`src/rtl/squire_sense.sv`:
```
// Purpose: input conditioning for the knight quest FSM (sync, debounce, sharpness accumulator).
// Latency: a clean raw step reaches its output on the (DEBOUNCE_CYCLES+2)th rising edge.
// Backpressure: none, free-running. The stage samples its inputs on every edge and cannot stall.
//
// Ports:
//   clock, reset                 single rising-edge clock, async active-high reset
//   raw_adventure/courage/
//   raw_grindstone/dragon        asynchronous field inputs
//   adventure, courage, dragon   debounced, registered copies of the raw inputs
//   sword_sharpened              registered; high while the sharpness count is saturated
module squire_sense #(
    parameter int DEBOUNCE_CYCLES = 4,
    parameter int DB_W            = 3,
    parameter int SHARPEN_CYCLES  = 8,
    parameter int SH_W            = 4
) (
    input  logic clock,
    input  logic reset,
    input  logic raw_adventure,
    input  logic raw_courage,
    input  logic raw_grindstone,
    input  logic raw_dragon,
    output logic adventure,
    output logic courage,
    output logic dragon,
    output logic sword_sharpened
);

    // Channel order in every 4-bit vector below.
    localparam int CH_ADV   = 0;
    localparam int CH_COUR  = 1;
    localparam int CH_GRIND = 2;
    localparam int CH_DRAG  = 3;
    localparam int NCH      = 4;

    localparam logic [DB_W-1:0] DB_LAST = DB_W'(DEBOUNCE_CYCLES - 1);
    localparam logic [SH_W-1:0] SH_FULL = SH_W'(SHARPEN_CYCLES);

    logic [NCH-1:0]  raw_vec;
    logic [NCH-1:0]  sync_s1;
    logic [NCH-1:0]  sync_s2;
    logic [NCH-1:0]  db_q;
    logic [NCH-1:0]  db_next;
    logic [DB_W-1:0] db_cnt      [NCH];
    logic [DB_W-1:0] db_cnt_next [NCH];

    logic [SH_W-1:0] sharp_cnt;
    logic [SH_W-1:0] sharp_next;
    logic            grind_db;
    logic            dragon_rise;
    logic            sharpened_q;

    assign raw_vec = {raw_dragon, raw_grindstone, raw_courage, raw_adventure};

    // Two-flop synchroniser on every raw input.
    always_ff @(posedge clock or posedge reset) begin
        if (reset) begin
            sync_s1 <= '0;
            sync_s2 <= '0;
        end else begin
            sync_s1 <= raw_vec;
            sync_s2 <= sync_s1;
        end
    end

    // Debounce: the output follows s2 only after s2 has disagreed with it for
    // DEBOUNCE_CYCLES consecutive edges. Any agreement restarts the count, so
    // short pulses in either direction are swallowed.
    always_comb begin
        db_next = db_q;
        for (int i = 0; i < NCH; i++) begin
            db_cnt_next[i] = db_cnt[i];
            if (sync_s2[i] == db_q[i]) begin
                db_cnt_next[i] = '0;
            end else if (db_cnt[i] == DB_LAST) begin
                db_next[i]     = sync_s2[i];
                db_cnt_next[i] = '0;
            end else begin
                db_cnt_next[i] = db_cnt[i] + DB_W'(1);
            end
        end
    end

    always_ff @(posedge clock or posedge reset) begin
        if (reset) begin
            db_q <= '0;
            for (int i = 0; i < NCH; i++) begin
                db_cnt[i] <= '0;
            end
        end else begin
            db_q <= db_next;
            for (int i = 0; i < NCH; i++) begin
                db_cnt[i] <= db_cnt_next[i];
            end
        end
    end

    assign grind_db = db_q[CH_GRIND];

    // Rising edge of the debounced dragon, detected on the edge where it
    // happens, so the blade is dulled in the same cycle the dragon appears.
    assign dragon_rise = db_next[CH_DRAG] & ~db_q[CH_DRAG];

    // Sharpness: the clear wins over grinding, the count saturates at full,
    // and leaving the grindstone keeps whatever edge has been built up.
    always_comb begin
        sharp_next = sharp_cnt;
        if (dragon_rise) begin
            sharp_next = '0;
        end else if (grind_db && (sharp_cnt != SH_FULL)) begin
            sharp_next = sharp_cnt + SH_W'(1);
        end
    end

    always_ff @(posedge clock or posedge reset) begin
        if (reset) begin
            sharp_cnt   <= '0;
            sharpened_q <= 1'b0;
        end else begin
            sharp_cnt   <= sharp_next;
            sharpened_q <= (sharp_next == SH_FULL);
        end
    end

    assign adventure       = db_q[CH_ADV];
    assign courage         = db_q[CH_COUR];
    assign dragon          = db_q[CH_DRAG];
    assign sword_sharpened = sharpened_q;

endmodule

```
`config.mk`:
```
export PLATFORM = sky130hd
export DESIGN_NAME = squire_sense
export DESIGN_NICKNAME = d
export VERILOG_FILES = /design/src/rtl/squire_sense.sv
export SDC_FILE = /design/constraint.sdc
export NUM_CORES = 1
export LEC_CHECK = 0
export ABC_CLOCK_PERIOD_IN_PS = 2200
export BUFFER_PORTS_ARGS = -buffer_cell sky130_fd_sc_hd__buf_2
export CORE_MARGIN = 1
export CORE_UTILIZATION = 56
export CTS_BUF_LIST = sky130_fd_sc_hd__clkbuf_16
export DETAILED_ROUTE_END_ITERATION = 10
export GPL_TIMING_DRIVEN = 0
export PLACE_DENSITY = 0.74
export RECOVER_POWER = 100
export SYNTH_ARGS = -nofsm -noshare
export SYNTH_HDL_FRONTEND = slang
export SYNTH_SLANG_ARGS = --single-unit
export TNS_END_PERCENT = 10
```
`constraint.sdc`:
```
create_clock -name clock -period 2.2 [get_ports clock]
set_input_delay 0.33 -clock clock [delete_from_list [all_inputs] [get_ports clock]]
set_output_delay 0.33 -clock clock [all_outputs]
set_load 0.02 [all_outputs]
```
* Word-level counts from Yosys, hierarchy flattened
Cells that the tools add are included.
** Operators by class
- $add $sub $neg :: 5
- Eq/ne operators :: 10
- Multiplexer cells :: 12
- Bitwise operators :: 5
- Reduce and logical (&&, ||, !) cells :: 4
** Operators with widths (number)
- 3-bit 2-to-1 mux :: 8
- 3-bit by 1-bit adder with 3-bit output, second input constant :: 4
- 3-bit by 2-bit == test with 1-bit output, second input constant :: 4
- 4-bit 2-to-1 mux :: 2
- 2-bit AND reduction :: 3
- 4-bit by 1-bit adder with 4-bit output, second input constant :: 1
- 1-bit == test :: 4
- 4-bit == test, second input constant :: 1
- 4-bit inequality test, second input constant :: 1
- 1-bit NOT :: 4
- 1-bit 2-to-1 mux :: 2
- 1-bit AND :: 1
- 1-bit logical AND :: 1
** Storage, ports and cells
- Bits in registers :: 29
- Bits of input ports :: 6
- Output and inout bits :: 4
- Word-level logic and storage cells :: 48

* Logic depth before layout (Yosys ltp)
- Word-level depth :: 6
- Mapped depth :: 5
- Depth with buffers taken out :: 5

* Least setup slack after synthesis
OpenSTA, ideal clock, no wires.
- Kind :: reg2reg
- Start point :: reg sharp_cnt[0]
- End point :: reg sharpened_q, in the netlist sword_sharpened
- Setup time :: 111 ps
- Data arrival time :: 1632 ps
- Data required time :: 2089 ps
- Slack :: 457 ps
- Cell stages (with the launch flop) :: 6
- Buffers on the path :: 0
- Clock period less this slack :: 1743 ps
- Path through :: dfrtp_1 bufinv_8 ha_1 and3b_1 or4_4 a2111oi_2
** On the way
- Cells in the longest elaborated chain, start to end :: 5
- Elaborated cells between the ends (all ways) :: 6
- Classes of those cells :: add/sub: 1; eq/ne: 2; mux: 2; reduce/logical: 1
** Ends and longest elaborated chain
- start: declaration :: line 47 : logic [SH_W-1:0] sharp_cnt;
- start signal: assignment :: line 120 : sharp_cnt <= sharp_next;
- parallel branches: the longest is 2 deep, another holds 4-bit by 1-bit adder with 4-bit output
- 4-bit 2-to-1 mux * :: line 110 : end else if (grind_db && (sharp_cnt != SH_FULL)) begin
- 4-bit 2-to-1 mux * :: line 108 : if (dragon_rise) begin
- 4-bit == test * :: line 121 : sharpened_q <= (sharp_next == SH_FULL);
- end signal: assignment :: line 121
- end: declaration :: line 51 : logic sharpened_q;
Every way passes the cells marked *.
A chain may end at the register's enable or synchronous reset.

* Worst setup path after layout
Ends and elaborated chain as after synthesis.

==> results.cfg <==
[logic_synthesis]
synth_ff_type = dfrtp_1
netlist_instances = 84
syn_area_um2 = 1150
synth_nets = 96
async_flop_share_pct = 100
ys_ff_latch = 29
ys_warn_count = 0
yosysUniqueCellTypes = 23
avgSynthCellArea_um2 = 13.7
ys_seq_area_share_pct = 63.2
synth_edf_count = 0

[clock_tree]
ctsHoldBuffers = 0
tritoncts = done
cts.htree.levels = 2
cts_buffer_depth = 2
cts_sinks = 29
clk-insertion-delay-late_ps = 270
clk_pin_slew_ps = 50
cts_inserted_buffers = 5
post_cts_buffers = 0
cts_resized = 0
cts-root-buf = clkbuf_16

[global_route]
grt_pass1_vias = 672
grt.busiest_layer = met2
global_route.overflow_total = 0
grt_first_pass_wirelength_um = 2770
met3_usage_pct = 12.7
grt_util_met2_pct = 32.1
met1_usage_pct = 21.1
grt_usage_pct = 20.5
grt_antenna_before_repair = 0
grt_max_degree = 30

[final_layout]
diodes = 0
layout_common_cells = dfrtp_1 (29), nor3b_1 (8), ha_1 (6)
drive_gt1_share_pct = 18.8
nNetsFinal = 112
final_common_cell = dfrtp_1
area_growth_pct = 18.0
fill_cells = 145

[place]
gp_congestion = 0.737
hpwl_um = 1120
dpl_worst_slack_ps = 359
io_buffers = 9

[sta]
min_period_over_period_pct = 88.0
slew_viol_final = 0
setup_ws_ps = 264
rsz0062_at_grt = no
max_freq_ghz = 0.517
tightest_slew_ps = 1020
finalHoldViolCount = 0
setup_viol = 0
tns_ps = 0
slew_headroom_pct = 32.2
clock_skew_ps = 6.98
hold_ws_ps = 164
fin_crit_ps = 1940

[route]
dr.pass1.iters = 4
via_per_inst = 5.16
initialDrtViolationCount = 5
vias = 661
routedWlPerCell_um = 12.9
wl_um = 1650
drtAntennaViolNets = 0
drc = 0

[worst_setup_path]
critPathRequiredTime_ps = 2340
worst-endpoint-arrival_ps = 2080
crit_chain = bufinv_8 -> ha_1 -> and3b_1 -> or4_4 -> a2111oi_0
worstSetupPathType = reg -> reg
max_stage_delay_ps = 420
cp-end-kind = flop
start_kind = flop
crit_fanout = 4
cp_slowest_cell = or4_4

[floorplanning]
boundaryPins = 10
die_x_um = 47.3
die_h_um = 47.3
rows = 16
start_util_pct = 59.1
die-area_um2 = 2230
coreArea_um2 = 1940

[flow_run]
drv_cap = 0

[min_path]
hp-class = in -> reg

[pwr]
leakage_nw = 0.641
powerDensity_nw_per_um2 = 1400
ir_worst_vdd_mv = 1.06

[outcome]
status = finished, final reports clean
==> registers in the layout, summed over array words and instances, names as in the netlist <==
signal	cells
sharp_cnt	4
sword_sharpened	1
sync_s1	4
sync_s2	4
db_cnt	12
db_q	4
==> synthesized netlist by cell type, types with 2 or more instances <==
cell type  number  area, µm²
xnor2_1         4       35.0
nand3_1         2       10.0
nor3b_1         8       60.1
o21ai_0         3       15.0
inv_1           3       11.3
nor2b_1         5       31.3
nor3_1          4       20.0
a21oi_1         3       15.0
mux2_2          4       45.0
ha_1            6       75.1
dfrtp_1        29        726
nand2_1         2       7.51
==> power by group <==
part | internal [mW] | switching [mW] | total [mW]
clock | 0.407 | 0.212 | 0.619
combinational | 0.238 | 0.250 | 0.489
sequential | 0.677 | 0.110 | 0.787
total | 1.32 | 0.572 | 1.89
==> cell type report <==
cell class                 count  area, µm²  share of cell area (%)
inverter                       5       32.5                    2.40
clock inverter                 3       13.8                    1.02
tap                           27       33.8                    2.50
multi-input combinational     50        383                    28.3
clock buffer                   5        125                    9.24
sequential                    29        726                    53.6
timing repair buffer           9       40.0                    2.96
==> layer usage <==
layer,vias up,wire length (µm)
li1,319,-
met1,325,677
met2,12,819
met3,5,101
met4,0,47
met5,-,0
==> through the flow <==
stage               power, mW  cell area, µm²  cells  util, %
floorplan                1.17            1150     84        -
global placement         1.26            1230    120     63.1
detailed placement       1.30            1230    120     63.1
CTS                      1.94            1370    128     70.3
global route             2.02            1350    128     69.7
finish                   1.89            1350    128     69.7
==> final timing paths <==
path / from / to / slack, ps / cells after the start
hold reg to reg: sync_s1[3]$_DFF_PP0_ / sync_s2[3]$_DFF_PP0_ / 350 / 0
setup / recovery: sharp_cnt[0]$_DFF_PP0_ / sword_sharpened$_DFF_PP0_ / 260 / 5
hold / removal: raw_dragon / sync_s1[3]$_DFF_PP0_ / 160 / 1
setup reg to reg: sharp_cnt[0]$_DFF_PP0_ / sword_sharpened$_DFF_PP0_ / 260 / 5
max in group asynchronous: reset / db_q[1]$_DFFE_PP0P_ / 1290 / 2
min in group asynchronous: reset / db_cnt[4]$_DFF_PP0_ / 290 / 2
==> worst max-delay path, delay by kind of cell, from the launching register on <==
family          cells  cell delay (ps)
compound gates      1              370
fa+ha+maj           1              210
buf+inv             1              200
flops               1              390
simple gates        2              640
==> cells by family after synthesis <==
kind of cell               after synthesis  synth area share [%]
xor gates and xnor gates                 5                  3.82
muxes                                    4                  3.93
DFF                                     29                  63.3
buffers and inverters                    5                  2.84
adders and majority gates                6                  6.54
and+or+nand+nor                         27                  15.1
AOI/OAI and AO/OA                        8                  4.58
No activity file was read; power rests on OpenSTA's default activity.
